**config.mk**
```make
export PLATFORM = sky130hd
export DESIGN_NAME = grf_wr_arb
export DESIGN_NICKNAME = d
export VERILOG_FILES = /design/src/rtl/grf_wr_arb.sv
export SDC_FILE = /design/constraint.sdc
export NUM_CORES = 1
export LEC_CHECK = 0
export BUFFER_PORTS_ARGS = -buffer_cell sky130_fd_sc_hd__buf_2
export CORE_MARGIN = 2
export CORE_UTILIZATION = 47
export CTS_CLUSTER_DIAMETER = 60
export DETAILED_ROUTE_END_ITERATION = 10
export PLACE_DENSITY = 0.74
export SLEW_MARGIN = 0
export SYNTH_ARGS = -nofsm -noshare
export SYNTH_HDL_FRONTEND = slang
export SYNTH_SLANG_ARGS = --single-unit
```
**constraint.sdc**
```tcl
create_clock -name clk -period 2.75 [get_ports clk]
set_clock_uncertainty 0.1 [all_clocks]
set_input_delay 0.6875 -clock clk [delete_from_list [all_inputs] [get_ports clk]]
set_output_delay 0.6875 -clock clk [all_outputs]
set_load 0.05 [all_outputs]
```
**src/rtl/grf_wr_arb.sv**
```systemverilog
`default_nettype none
// ============================================================================
//  Module      : grf_wr_arb
//  Description : Arbiter for the single GRF write port. The writeback path
//                (WB) has priority. Long-latency unit results (LU) are queued
//                in a small circular FIFO. A starvation counter forces the
//                FIFO head through after MAX_WAIT bypassed cycles. A
//                pending-destination mask lets the hazard unit stall readers
//                of registers that still have a queued write.
//  Revision    : 1.0 - initial release
// ============================================================================
module grf_wr_arb #(
    parameter int DEPTH    = 2,   // LU FIFO entries, power of two, >= 2
    parameter int MAX_WAIT = 3    // bypass cycles tolerated for the FIFO head, >= 1
) (
    input  logic                     clk,
    input  logic                     rst,          // asynchronous, active low

    // Writeback requester (priority)
    input  logic                     wb_valid,
    input  logic [4:0]               wb_addr,
    input  logic [31:0]              wb_data,
    output logic                     wb_ready,

    // Long-latency unit requester (queued)
    input  logic                     lu_valid,
    input  logic [4:0]               lu_addr,
    input  logic [31:0]              lu_data,
    output logic                     lu_ready,

    // GRF write port
    output logic                     grf_we,
    output logic [4:0]               grf_wa,
    output logic [31:0]              grf_wd,

    // Hazard-unit visibility
    output logic [31:0]              pending_mask,
    output logic [$clog2(DEPTH):0]   fifo_cnt
);

    // ------------------------------------------------------------------------
    // Derived constants
    // ------------------------------------------------------------------------
    localparam int c_AW = $clog2(DEPTH);        // pointer width
    localparam int c_WW = $clog2(MAX_WAIT + 1); // starvation counter width

    localparam logic [c_AW:0]   c_DEPTH    = DEPTH[c_AW:0];
    localparam logic [c_WW-1:0] c_MAX_WAIT = MAX_WAIT[c_WW-1:0];

    // ------------------------------------------------------------------------
    // FIFO storage and control state
    // ------------------------------------------------------------------------
    logic [4:0]        r_ent_addr [DEPTH];
    logic [31:0]       r_ent_data [DEPTH];
    logic [DEPTH-1:0]  r_ent_vld;
    logic [c_AW-1:0]   r_wr_ptr;
    logic [c_AW-1:0]   r_rd_ptr;
    logic [c_AW:0]     r_cnt;
    logic [c_WW-1:0]   r_wait;

    // Output register
    logic              r_grf_we;
    logic [4:0]        r_grf_wa;
    logic [31:0]       r_grf_wd;

    // ------------------------------------------------------------------------
    // Combinational decisions
    // ------------------------------------------------------------------------
    logic              w_fifo_nonempty;
    logic              w_starve;
    logic              w_sel_fifo;
    logic              w_sel_wb;
    logic              w_pop;
    logic              w_push;
    logic              w_lu_ready;
    logic [4:0]        w_head_addr;
    logic [31:0]       w_head_data;
    logic [31:0]       w_mask;

    assign w_fifo_nonempty = (r_cnt != '0);

    // Starvation is judged purely from registered state, so it is glitch-free
    // with respect to the requester inputs.
    assign w_starve   = w_fifo_nonempty && (r_wait == c_MAX_WAIT);

    // FIFO head wins when starved, or when WB has nothing to write.
    assign w_sel_fifo = w_fifo_nonempty && (w_starve || !wb_valid);
    assign w_sel_wb   = !w_starve && wb_valid;

    // Full is judged on occupancy before this cycle's pop: no push into a
    // full FIFO even if the head leaves in the same cycle.
    assign w_lu_ready = (r_cnt < c_DEPTH);

    assign w_pop      = w_sel_fifo;
    // Writes to $0 are accepted but never queued.
    assign w_push     = lu_valid && w_lu_ready && (lu_addr != 5'd0);

    assign w_head_addr = r_ent_addr[r_rd_ptr];
    assign w_head_data = r_ent_data[r_rd_ptr];

    // Pending mask: one-hot of every occupied entry's destination, $0 excluded.
    always_comb begin
        w_mask = '0;
        for (int i = 0; i < DEPTH; i++) begin
            if (r_ent_vld[i]) begin
                w_mask[r_ent_addr[i]] = 1'b1;
            end
        end
        w_mask[0] = 1'b0;
    end

    // ------------------------------------------------------------------------
    // Sequential logic
    // ------------------------------------------------------------------------

    // FIFO payload storage; contents are qualified by r_ent_vld so no reset.
    always_ff @(posedge clk) begin
        if (w_push) begin
            r_ent_addr[r_wr_ptr] <= lu_addr;
            r_ent_data[r_wr_ptr] <= lu_data;
        end
    end

    // FIFO pointers, occupancy and per-entry valid bits.
    always_ff @(posedge clk or negedge rst) begin
        if (!rst) begin
            r_wr_ptr  <= '0;
            r_rd_ptr  <= '0;
            r_cnt     <= '0;
            r_ent_vld <= '0;
        end else begin
            if (w_pop) begin
                r_rd_ptr            <= r_rd_ptr + 1'b1;
                r_ent_vld[r_rd_ptr] <= 1'b0;
            end
            // Push and pop never share a slot: pop needs non-empty, push
            // needs not-full, so equal pointers imply only one can happen.
            if (w_push) begin
                r_wr_ptr            <= r_wr_ptr + 1'b1;
                r_ent_vld[r_wr_ptr] <= 1'b1;
            end
            case ({w_push, w_pop})
                2'b10:   r_cnt <= r_cnt + 1'b1;
                2'b01:   r_cnt <= r_cnt - 1'b1;
                default: r_cnt <= r_cnt;
            endcase
        end
    end

    // Starvation counter: counts cycles the non-empty head is bypassed.
    always_ff @(posedge clk or negedge rst) begin
        if (!rst) begin
            r_wait <= '0;
        end else if (w_pop || !w_fifo_nonempty) begin
            r_wait <= '0;
        end else if (r_wait != c_MAX_WAIT) begin
            r_wait <= r_wait + 1'b1;
        end
    end

    // GRF write register; address/data hold when no write is issued.
    always_ff @(posedge clk or negedge rst) begin
        if (!rst) begin
            r_grf_we <= 1'b0;
            r_grf_wa <= '0;
            r_grf_wd <= '0;
        end else if (w_sel_fifo) begin
            // Queued entries are never $0, so a FIFO selection always writes.
            r_grf_we <= 1'b1;
            r_grf_wa <= w_head_addr;
            r_grf_wd <= w_head_data;
        end else if (w_sel_wb && (wb_addr != 5'd0)) begin
            r_grf_we <= 1'b1;
            r_grf_wa <= wb_addr;
            r_grf_wd <= wb_data;
        end else begin
            r_grf_we <= 1'b0;
        end
    end

    // ------------------------------------------------------------------------
    // Outputs
    // ------------------------------------------------------------------------
    assign wb_ready     = !w_starve;
    assign lu_ready     = w_lu_ready;
    assign grf_we       = r_grf_we;
    assign grf_wa       = r_grf_wa;
    assign grf_wd       = r_grf_wd;
    assign pending_mask = w_mask;
    assign fifo_cnt     = r_cnt;

endmodule
`default_nettype wire

```
* Word-level counts from Yosys, hierarchy flattened
Memories as Yosys holds them, arrays and structs flattened. Index checks and enable logic that the tools add are counted.
Word-level totals: RAM bits 74, input port bits 78, memory bits (read-only) 0, bits in latches 0, memories 2, bits in registers 46, output and inout bits 74, word-level logic and storage cells 76
Memory list:
- r_ent_data | words 2, width 32, rd ports 1, clocked after memory_dff 0, wr ports 1, line 54 | logic [31:0] r_ent_data [DEPTH];
- r_ent_addr | words 2, width 5, rd ports 3, clocked after memory_dff 0, wr ports 1, line 53 | logic [4:0] r_ent_addr [DEPTH];
Cells by class: $mul 0, muxes and demuxes 23, shift-type cells 0, div/mod/pow operators 0, order comparisons 9, add/sub/neg operators 5, bitwise gates (word level) 4, equal/unequal tests 4, reduce and logical (&&, ||, !) cells 21
Operators with widths (number):
- 2-to-1 mux 32 bit | 4
- OR 32 bit | 1
- < comparator 5 x 6 -> 1 bit (second input constant) | 2
- demux 1 bit (select 5 bit) | 2
- greater-or-equal comparator 5 x 1 -> 1 bit (second input constant) | 2
- logical AND 1 bit | 10
- 2-to-1 mux 5 bit | 2
- nonzero test 5 bit | 2
- 2-to-1 mux 1 bit | 8
- 2-to-1 mux 2 bit | 4
- nonzero test 2 bit | 4
- adder 2 x 1 -> 2 bit (second input constant) | 2
- equality test 2 bit (second input constant) | 2
- < comparator 1 x 2 -> 1 bit (second input constant) | 2
- one-hot mux 2 bit (2 select lines) | 1
- logical NOT 1 bit | 3
- adder 1 bit (second input constant) | 2
- bitwise AND 2 bit | 1
- demux 1 bit (select 1 bit) | 2
- equality test 2 x 1 -> 1 bit (second input constant) | 1
- greater-or-equal comparator 1 bit (second input constant) | 2
- logical OR 1 bit | 2
- < comparator 2 bit (second input constant) | 1
- inequality test 2 bit (second input constant) | 1
- other kinds (3) | 3

* Logic depth before layout (Yosys ltp)
Gate-level depths: netlist (run 1).
depth after elaboration 9, depth in mapped cells 9, gate-level depth less buffers 8

* Worst setup path before layout (run 1)
OpenSTA, ideal clock, no wires.
kind flip-flop to flip-flop, from register r_cnt[1], in the netlist fifo_cnt[1], to memory r_ent_addr[1][0], enable pin, path buffers 0, library setup time 0.433 ns, arrival 2.960 ns, stages on the path, launching flop included 4, setup slack -0.743 ns, cells stage by stage dfrtp_1 inv_1 o211ai_1 nor2_1
Between the ends: cells in the longest elaborated chain, start to end 5
Ends and longest elaborated chain:
- start: declaration | line 58 | logic [c_AW:0] r_cnt;
- start signal: assignment | line 143 | 2'b10: r_cnt <= r_cnt + 1'b1;
- start signal: assignment | line 144 | 2'b01: r_cnt <= r_cnt - 1'b1;
- start signal: assignment | line 145 | default: r_cnt <= r_cnt;
- < comparator 2 bit | line 92 | assign w_lu_ready = (r_cnt < c_DEPTH);
- via lu_ready | line 29 | output logic lu_ready,
- logical AND 1 bit (2 in series) | line 96 | assign w_push = lu_valid && w_lu_ready && (lu_addr != 5'd0);
- 2-to-1 mux 1 bit | line 118 | if (w_push) begin
- 2-to-1 mux 1 bit (not written as such) | line 119 | r_ent_addr[r_wr_ptr] <= lu_addr;
- end: declaration | line 53
The timed path passes the listed nets, and every way through them passes these cells.

==> results of run 1 <==
flip-flops by register name, summed over array words and instances (netlist names):
name	count
grf_we	1
fifo_cnt	2
r_wr_ptr	1
r_ent_addr	10
r_ent_vld	2
r_wait	2
r_ent_data	64
grf_wd	32
grf_wa	5
r_rd_ptr	1
per-layer routing:
metal  vias to the layer above  track usage, %
met3                        21           6.157
met4                         0           8.242
met2                       173           33.01
met5                         -               0
met1                      1829           24.66
li1                       1775               -
cell families (layout without fill, tap and decap cells):
logic type               Yosys count  count (layout)  synth area share (%)
AND/OR/NAND/NOR                   74              74                 7.274
flip-flops                       120             120                 65.15
XOR/XNOR                           5               5                0.8458
adder cells (fa/ha/maj)            2               2                0.4832
other                              1               1               0.07243
buffers and inverters             32             201                 3.431
multiplexers                      37              37                 7.153
AO/OA/AOI/OAI                    109             109                 15.59
placed cells by master, fill, tap and decap left out, types with 10 or more instances in the layout:
cell type  count
nand2_1       36
buf_4         22
a22oi_1       27
clkbuf_16     16
mux2i_1       37
edfxtp_1      74
nand3b_1      10
buf_2        135
dfrtp_1       45
o22ai_1       30
a21oi_1       19
a21oi_2       14
path summary, 6_finish.rpt:
check	end	slack, ns
max	pending_mask[13]	0.03
min	grf_wd[1]	0.06
max reg2reg	r_ent_data[0][30]	0.56
min reg2reg	r_wait[0]	0.36
max in group asynchronous	grf_wd[24]	1.72
min in group clk	r_ent_data[0][21]	0.26
through the flow:
step                utilization [%]  total power [mW]  hold WS, ns
global placement              55.81             5.877       0.3266
CTS                           61.58             8.123      0.05898
detailed placement            55.81             5.955       0.3598
floorplan                         -             5.190       0.2919
global route                  62.29             8.487      0.08957
finish                        62.29             8.102      0.05529
power by group:
group | total (mW) | leakage, nW | switching (mW) | internal, mW
Clock | 2.14 | 0.279 | 0.752 | 1.39
Sequential | 2.79 | 1.21 | 0.288 | 2.50
Combinational | 3.17 | 1.32 | 2.26 | 0.911
Total | 8.10 | 2.81 | 3.30 | 4.80
area by class of cell:
type / instances / area (µm²)
multi-input combinational: 228 / 1653
clock buffer: 19 / 431.7
fill: 852 / 4070
sequential: 120 / 3374
tap: 140 / 175.2
clock inverter: 13 / 153.9
inverter: 5 / 18.77
timing repair buffer: 164 / 915.9
worst max-delay path, cell delays in order (launching register included):
cell and delay [ns]:
edfxtp_1 0.46, nand3b_1 0.39, o22ai_1 0.28, buf_2 0.30
repair_timing:
| item | CTS | global route |
|---|---|---|
| cloned | 0 | 0 |
| pin swaps | 0 | 1 |
| gates resized for setup | 12 | 6 |
| setup endpoints to repair | 12 | 21 |
| setup buffers | 1 | 8 |
==> results.sh, run 1 <==
export IMPL_finalCritPeriodShare_pct=98.82
export IMPL_synth_top_cell_by_area="edfxtp_1"
export IMPL_nNetsFinal=616
export IMPL_dp_final_hpwl_um=7823
export IMPL_yosys_top_cells_area="edfxtp_1, dfrtp_1, mux2i_1, a22oi_1, o22ai_1"
export IMPL_reg2regPathDepth=4
export IMPL_slew_headroom_pct=25.48
export IMPL_power_density_nw_per_um2=1205
export IMPL_ios=152
export IMPL_synth_top_area_share_pct=42.92
export IMPL_ys_types=39
export IMPL_die_y_um=109.0
export IMPL_r2r_start="fifo_cnt[1]"
export IMPL_grt_setup_unrepaired="true"
export IMPL_diodes=0
export IMPL_area_delta_synth_final_pct=29.85
export IMPL_dp_cells=648
export IMPL_die_area_um2=11870
export IMPL_vdd_drop_max_mv=0.6926
export IMPL_drv_slew=0
export IMPL_cts_htree_levels=4
export IMPL_cts_tree="yes"
export IMPL_dr_wl_met2_um=5806
export IMPL_synth_top_cells_by_count="edfxtp_1, dfrtp_1, mux2i_1"
export IMPL_max_cap_violations=0
export IMPL_fp_row_count=38
export IMPL_dr_pass1_iters=5
export IMPL_startpoint_type="flop"
export IMPL_avgViaCountPerCell=5.512
export IMPL_wl_met1_um=4837
export IMPL_grt_antenna_before_repair=0
export IMPL_critical_path_class="flop to primary output"
export IMPL_synthArstFlopShare_pct=38.33
export IMPL_ys_seq_area_share_pct=65.15
export IMPL_startpoint="r_ent_addr[0][1]"
export IMPL_drc=0
export IMPL_hp_class="input port to asynchronous set/reset pin"
export IMPL_gp_congestion=0.8068
export IMPL_cts_num_sinks=120
export IMPL_syn_nets=460
export IMPL_final_hold_violation_count=0
export IMPL_cp_arrival_ns=1.93
export IMPL_fp_dieW_um=109.0
export IMPL_overflow=0
export IMPL_path_max_fanout=8
export IMPL_routed_top_layer="met4"
export IMPL_grt_max_degree=69
export IMPL_place_ws_ns=0.1731
export IMPL_finalSetupTns_ns=0
export IMPL_start_util_pct=47.97
export IMPL_synth_area_um2=5177
export IMPL_postPlaceCellArea_um2=6023
export IMPL_synth_edf_count=74
export IMPL_synthCells=380
export IMPL_period_needed_ns=2.717
export IMPL_vias=3798
export IMPL_root_buffer="clkbuf_8"
export IMPL_wl_met3_um=996
export IMPL_drt_total_wl_um=11840
export IMPL_drive_above_1_share_pct=41.53
export IMPL_syn_area_per_cell_um2=13.62
export IMPL_grt_pass1_wl_um=18020
export IMPL_drtAntennaViolNets=0
export IMPL_critPathCaptureType="primary output"
export IMPL_yosysWarnings=0
export IMPL_path_clk_slew_ns=0.06
export IMPL_clockBufferDepth=2
export IMPL_dominantRegCellSynth="edfxtp_1"
export IMPL_clk_latency_ns=0.51
export IMPL_setup_viol=0
export IMPL_design_area_um2=6723
export IMPL_portBuffers=150
export IMPL_fmax_ghz=0.3680
export IMPL_grt_pass1_vias=3678
export IMPL_fin_ws_ns=0.03258
export IMPL_drt_wirelength_per_cell_um=17.18
export IMPL_core_region_area_um2=10790
export IMPL_yosysMostFrequentCell="edfxtp_1"
export IMPL_final_cells=689
export IMPL_cts_made_buffers=17
export IMPL_tightest_slew_ns=1.115
export IMPL_grt_total_usage_pct=20.07
export IMPL_drtIter0Drc=366
export IMPL_cts_hold_buf=0
export IMPL_p_leak_nw=2.814
export IMPL_status="completed"
export IMPL_ys_seq_elements=120
export IMPL_worst_ep_required_time_ns=1.96
(Power assumes the default switching activity.)
==> run 2: changes to the inputs <==
--- a/config.mk
+++ b/config.mk
@@ -6,11 +6,13 @@
 export NUM_CORES = 1
 export LEC_CHECK = 0
 export BUFFER_PORTS_ARGS = -buffer_cell sky130_fd_sc_hd__buf_2
+export CELL_PAD_IN_SITES_DETAIL_PLACEMENT = 1
+export CELL_PAD_IN_SITES_GLOBAL_PLACEMENT = 1
 export CORE_MARGIN = 2
-export CORE_UTILIZATION = 47
+export CORE_UTILIZATION = 37
 export CTS_CLUSTER_DIAMETER = 60
 export DETAILED_ROUTE_END_ITERATION = 10
-export PLACE_DENSITY = 0.74
+export PLACE_DENSITY = 0.73
 export SLEW_MARGIN = 0
 export SYNTH_ARGS = -nofsm -noshare
 export SYNTH_HDL_FRONTEND = slang
==> results.sh, run 2 (synthesis gave the netlist of run 1 again) <==
export IMPL_start_util_pct=37.59
export IMPL_grt_pass1_wl_um=20570
export IMPL_startpoint_type="flop"
export IMPL_drv_slew=0
export IMPL_vias=3802
export IMPL_p_total_mw=8.169
export IMPL_clk_latency_ns=0.41
export IMPL_fillers=1484
export IMPL_area_delta_synth_final_pct=29.60
export IMPL_cts_htree_levels=4
export IMPL_dr_pass1_iters=4
export IMPL_grt_max_degree=40
export IMPL_worst_ep_required_time_ns=1.96
export IMPL_fp_dieW_um=122.3
export IMPL_drtAntennaViolNets=0
export IMPL_die_y_um=122.3
export IMPL_critPathCaptureType="primary output"
export IMPL_nNetsFinal=611
export IMPL_final_hold_violation_count=0
export IMPL_tightest_slew_ns=1.179
export IMPL_grt_total_usage_pct=18.41
export IMPL_mostFrequentLayoutCells="buf_2, edfxtp_1, dfrtp_1, mux2i_1, nand2_1"
export IMPL_setup_viol=0
export IMPL_fp_row_count=43
export IMPL_path_max_fanout=9
export IMPL_largest_register="r_ent_data"
export IMPL_status="completed"
export IMPL_period_needed_ns=2.703
export IMPL_grt_antenna_before_repair=0
export IMPL_root_buffer="clkbuf_16"
export IMPL_overflow=0
export IMPL_slew_headroom_pct=21.21
export IMPL_cts_tree="yes"
export IMPL_finalCritPeriodShare_pct=98.31
export IMPL_vdd_drop_max_mv=0.5210
export IMPL_cp_arrival_ns=1.92
export IMPL_core_region_area_um2=13770
export IMPL_cts_hold_buf=0
export IMPL_p_leak_nw=2.797
export IMPL_ios=152
export IMPL_cts_made_buffers=17
export IMPL_postPlaceCellArea_um2=6088
export IMPL_largest_reg_flops=64
export IMPL_grt_pass1_vias=4017
export IMPL_drt_wirelength_per_cell_um=18.86
export IMPL_max_cap_violations=0
export IMPL_finalSetupTns_ns=0
export IMPL_dp_final_hpwl_um=9560
export IMPL_die_area_um2=14950
export IMPL_path_clk_slew_ns=0.05
export IMPL_clockBufferDepth=2
export IMPL_critical_path_class="flop to primary output"
export IMPL_design_area_um2=6710
export IMPL_power_density_nw_per_um2=1217
export IMPL_fmax_ghz=0.3699
export IMPL_hp_class="input port to asynchronous set/reset pin"
export IMPL_gp_congestion=0.8079
export IMPL_portBuffers=150
export IMPL_layout_commonest_cell="buf_2"
export IMPL_avgViaCountPerCell=5.244
export IMPL_cts_num_sinks=120
export IMPL_drive_above_1_share_pct=40.63
export IMPL_drtIter0Drc=144
export IMPL_drt_total_wl_um=13670
export IMPL_drc=0
-- run 2: cell types whose count changed in the layout (fill, tap and decap cells not counted), moves of 2 or more --
cell / change
clkinvlp_4: -3
buf_4: -12
buf_2: +7
clkbuf_1: +2
-- run 2: timing repair --
| item | CTS | global route |
|---|---|---|
| gates cloned | 0 | 0 |
| endpoints found under the setup margin | 3 | 8 |
| setup buffers | 0 | 2 |
| gates resized for setup | 4 | 6 |
-- run 2: power by group --
| group | switching, mW | total [mW] | internal [mW] |
|---|---|---|---|
| sequential | 0.383 | 2.88 | 2.50 |
| combinational | 2.23 | 3.14 | 0.908 |
| clock | 0.757 | 2.15 | 1.39 |
-- run 2: final cells by class --
class	instances	area, µm²	share of cell area, %
Inverter	5	18.77	0.2797
Multi-Input combinational cell	228	1650	24.59
Clock inverter	9	97.59	1.454
Clock buffer	23	478.0	7.123
Tap cell	180	225.2	3.356
Sequential cell	120	3374	50.29
Antenna cell	1	2.502	0.03729
Timing Repair Buffer	159	863.3	12.87
-- run 2: critical path: stages (launching register included) --
cell,delay (ns)
edfxtp_1,0.51
or3b_2,0.55
o22ai_1,0.18
clkbuf_4,0.27
-- run 2: metal layers --
metal	track usage, %	up-vias	share of wire (%)
met5	0	-	0
met4	5.603	0	1.0
met3	5.297	9	5.2
met2	33.58	122	53
met1	20.75	1906	41
li1	-	1765	-
-- run 2: path summary, 6_finish.rpt --
check | startpoint | endpoint | slack [ns] | cells after the start
worst max register to register | fifo_cnt[1] | r_ent_data[1][26] | 0.50 | 4
max in group asynchronous | rst | grf_wd[28] | 1.62 | 2
min in group clk | r_wait[0] | r_wait[0] | 0.36 | 1
worst min-delay path | rst | grf_wd[30] | 0.15 | 1
worst min register to register | r_wait[0] | r_wait[0] | 0.36 | 1
worst max-delay path | r_ent_addr[1][4] | pending_mask[11] | 0.05 | 3
-- run 2: through the flow --
stage	cells	hold slack [ns]	util (%)	setup slack, ns
2_1_floorplan	380	0.2919	-	-0.1442
3_3_place_gp	690	0.3285	44.20	0.1827
3_5_place_dp	690	0.3479	44.20	0.1103
4_1_cts	722	0.1527	48.48	-0.002299
5_1_grt	724	0.1835	48.70	-0.02012
6_report	725	0.1507	48.72	0.04660
==> run 3: changes to the inputs <==
--- a/config.mk
+++ b/config.mk
@@ -8,11 +8,12 @@
 export BUFFER_PORTS_ARGS = -buffer_cell sky130_fd_sc_hd__buf_2
 export CELL_PAD_IN_SITES_DETAIL_PLACEMENT = 1
 export CELL_PAD_IN_SITES_GLOBAL_PLACEMENT = 1
+export CORE_ASPECT_RATIO = 1.5
 export CORE_MARGIN = 2
-export CORE_UTILIZATION = 37
+export CORE_UTILIZATION = 41
 export CTS_CLUSTER_DIAMETER = 60
 export DETAILED_ROUTE_END_ITERATION = 10
-export PLACE_DENSITY = 0.73
+export PLACE_DENSITY = 0.77
 export SLEW_MARGIN = 0
 export SYNTH_ARGS = -nofsm -noshare
 export SYNTH_HDL_FRONTEND = slang
==> constraint.sdc (replaced) <==
create_clock -name clk -period 3.1 [get_ports clk]
set_clock_uncertainty 0.1 [all_clocks]
set_input_delay 0.775 -clock clk [delete_from_list [all_inputs] [get_ports clk]]
set_output_delay 0.775 -clock clk [all_outputs]
set_load 0.05 [all_outputs]
==> results.sh, run 3 (synthesis gave the netlist of run 1 again) <==
export IMPL_largest_reg_flops=64
export IMPL_drtIter0Drc=159
export IMPL_fillers=1319
export IMPL_overflow=0
export IMPL_dp_final_hpwl_um=10080
export IMPL_finalCoreUtilization_pct=53.30
export IMPL_grt_total_usage_pct=21.49
export IMPL_fmax_ghz=0.3510
export IMPL_cts_tree="yes"
export IMPL_max_cap_violations=0
export IMPL_nNetsFinal=610
export IMPL_clockBufferDepth=2
export IMPL_avgViaCountPerCell=5.400
export IMPL_grt_max_degree=39
export IMPL_critPathCaptureType="primary output"
export IMPL_drt_wirelength_per_cell_um=19.94
export IMPL_drt_total_wl_um=13960
export IMPL_cts_num_sinks=120
export IMPL_power_density_nw_per_um2=1080
export IMPL_dr_pass1_iters=4
export IMPL_final_hold_violation_count=0
export IMPL_hp_class="input port to asynchronous set/reset pin"
export IMPL_cts_htree_levels=4
export IMPL_die_area_um2=13560
export IMPL_place_ws_ns=0.4008
export IMPL_tightest_slew_ns=1.142
export IMPL_design_area_um2=6603
export IMPL_grt_pass1_vias=4221
export IMPL_grt_setup_unrepaired="false"
export IMPL_cts_made_buffers=17
export IMPL_layout_commonest_cell="buf_2"
export IMPL_finalCritPeriodShare_pct=91.90
export IMPL_start_util_pct=41.80
export IMPL_root_buffer="clkbuf_16"
export IMPL_drtAntennaViolNets=0
export IMPL_largest_register="r_ent_data"
export IMPL_path_max_fanout=7
export IMPL_critical_path_class="flop to primary output"
export IMPL_postPlaceCellArea_um2=6041
export IMPL_fp_row_count=50
export IMPL_core_region_area_um2=12390
export IMPL_period_needed_ns=2.849
export IMPL_grt_antenna_before_repair=1
export IMPL_fin_ws_ns=0.2512
export IMPL_status="completed"
export IMPL_vias=3780
export IMPL_grt_pass1_wl_um=21680
export IMPL_post_cts_setup_buffer_count=0
export IMPL_finalSetupTns_ns=0
export IMPL_setup_viol=0
export IMPL_portBuffers=150
export IMPL_drive_above_1_share_pct=40.52
export IMPL_p_leak_nw=2.769
export IMPL_mostFrequentLayoutCells="buf_2, edfxtp_1, dfrtp_1, mux2i_1, nand2_1"
export IMPL_vdd_drop_max_mv=0.4859
export IMPL_drc=0
export IMPL_fp_dieW_um=95.76
export IMPL_path_clk_slew_ns=0.06
export IMPL_area_delta_synth_final_pct=27.53
export IMPL_cts_resized=0
export IMPL_cts_hold_buf=0
export IMPL_slew_headroom_pct=23.70
export IMPL_die_y_um=141.6
export IMPL_fin_hold_ws_ns=0.2996
export IMPL_ios=152
export IMPL_gp_congestion=0.7613
export IMPL_startpoint_type="flop"
export IMPL_worst_ep_required_time_ns=2.22
export IMPL_cp_arrival_ns=1.97
export IMPL_clk_latency_ns=0.40
export IMPL_drv_slew=0
-- run 3: final cells by class --
class	count	area, µm²	share of cell area, %
diodes	1	2.502	0.03790
clock buffers	21	460.4	6.974
clock inverters	11	98.84	1.497
inverters	5	18.77	0.2843
multi-input cells	228	1642	24.86
flip-flops and latches	120	3374	51.11
well taps	156	195.2	2.956
repair buffers	158	810.8	12.28
-- run 3: worst max-delay path: stages (launching register included) --
cell and delay [ns]:
edfxtp_1 0.45, or3b_2 0.57, o22ai_1 0.24, buf_2 0.30
-- run 3: stage by stage --
| step | power (mW) | std cells |
|---|---|---|
| after CTS | 7.209 | 699 |
| after global placement | 5.243 | 667 |
| after floorplan | 4.604 | 380 |
| after detailed placement | 5.360 | 667 |
| after global routing | 7.494 | 700 |
| final | 7.131 | 700 |
-- run 3: worst paths after layout --
kind	cells past startpoint	endpoint	start	slack, ns
setup / recovery	3	pending_mask[16]	r_ent_addr[0][1]	0.25
hold / removal	1	grf_wd[29]	rst	0.30
setup reg to reg	4	r_ent_data[1][14]	fifo_cnt[1]	0.90
hold reg to reg	1	r_wait[0]	r_wait[0]	0.35
max in group asynchronous	2	grf_wd[20]	rst	1.80
min in group clk	1	r_wait[0]	r_wait[0]	0.35
-- run 3: power by group --
group / internal [mW] / total, mW / switching [mW]
Combinational: 0.775 / 2.75 / 1.98
Sequential: 2.21 / 2.55 / 0.341
Clock: 1.14 / 1.83 / 0.684
Total: 4.13 / 7.13 / 3.00
-- run 3: per-layer routing --
metal  global-route usage, %  up-vias  share of wire [%]
met2                   39.75      128                 57
met5                       0        -                  0
met3                   3.717       23                4.4
met4                   9.549        0                2.2
li1                        -     1755                  -
met1                   23.32     1874                 36
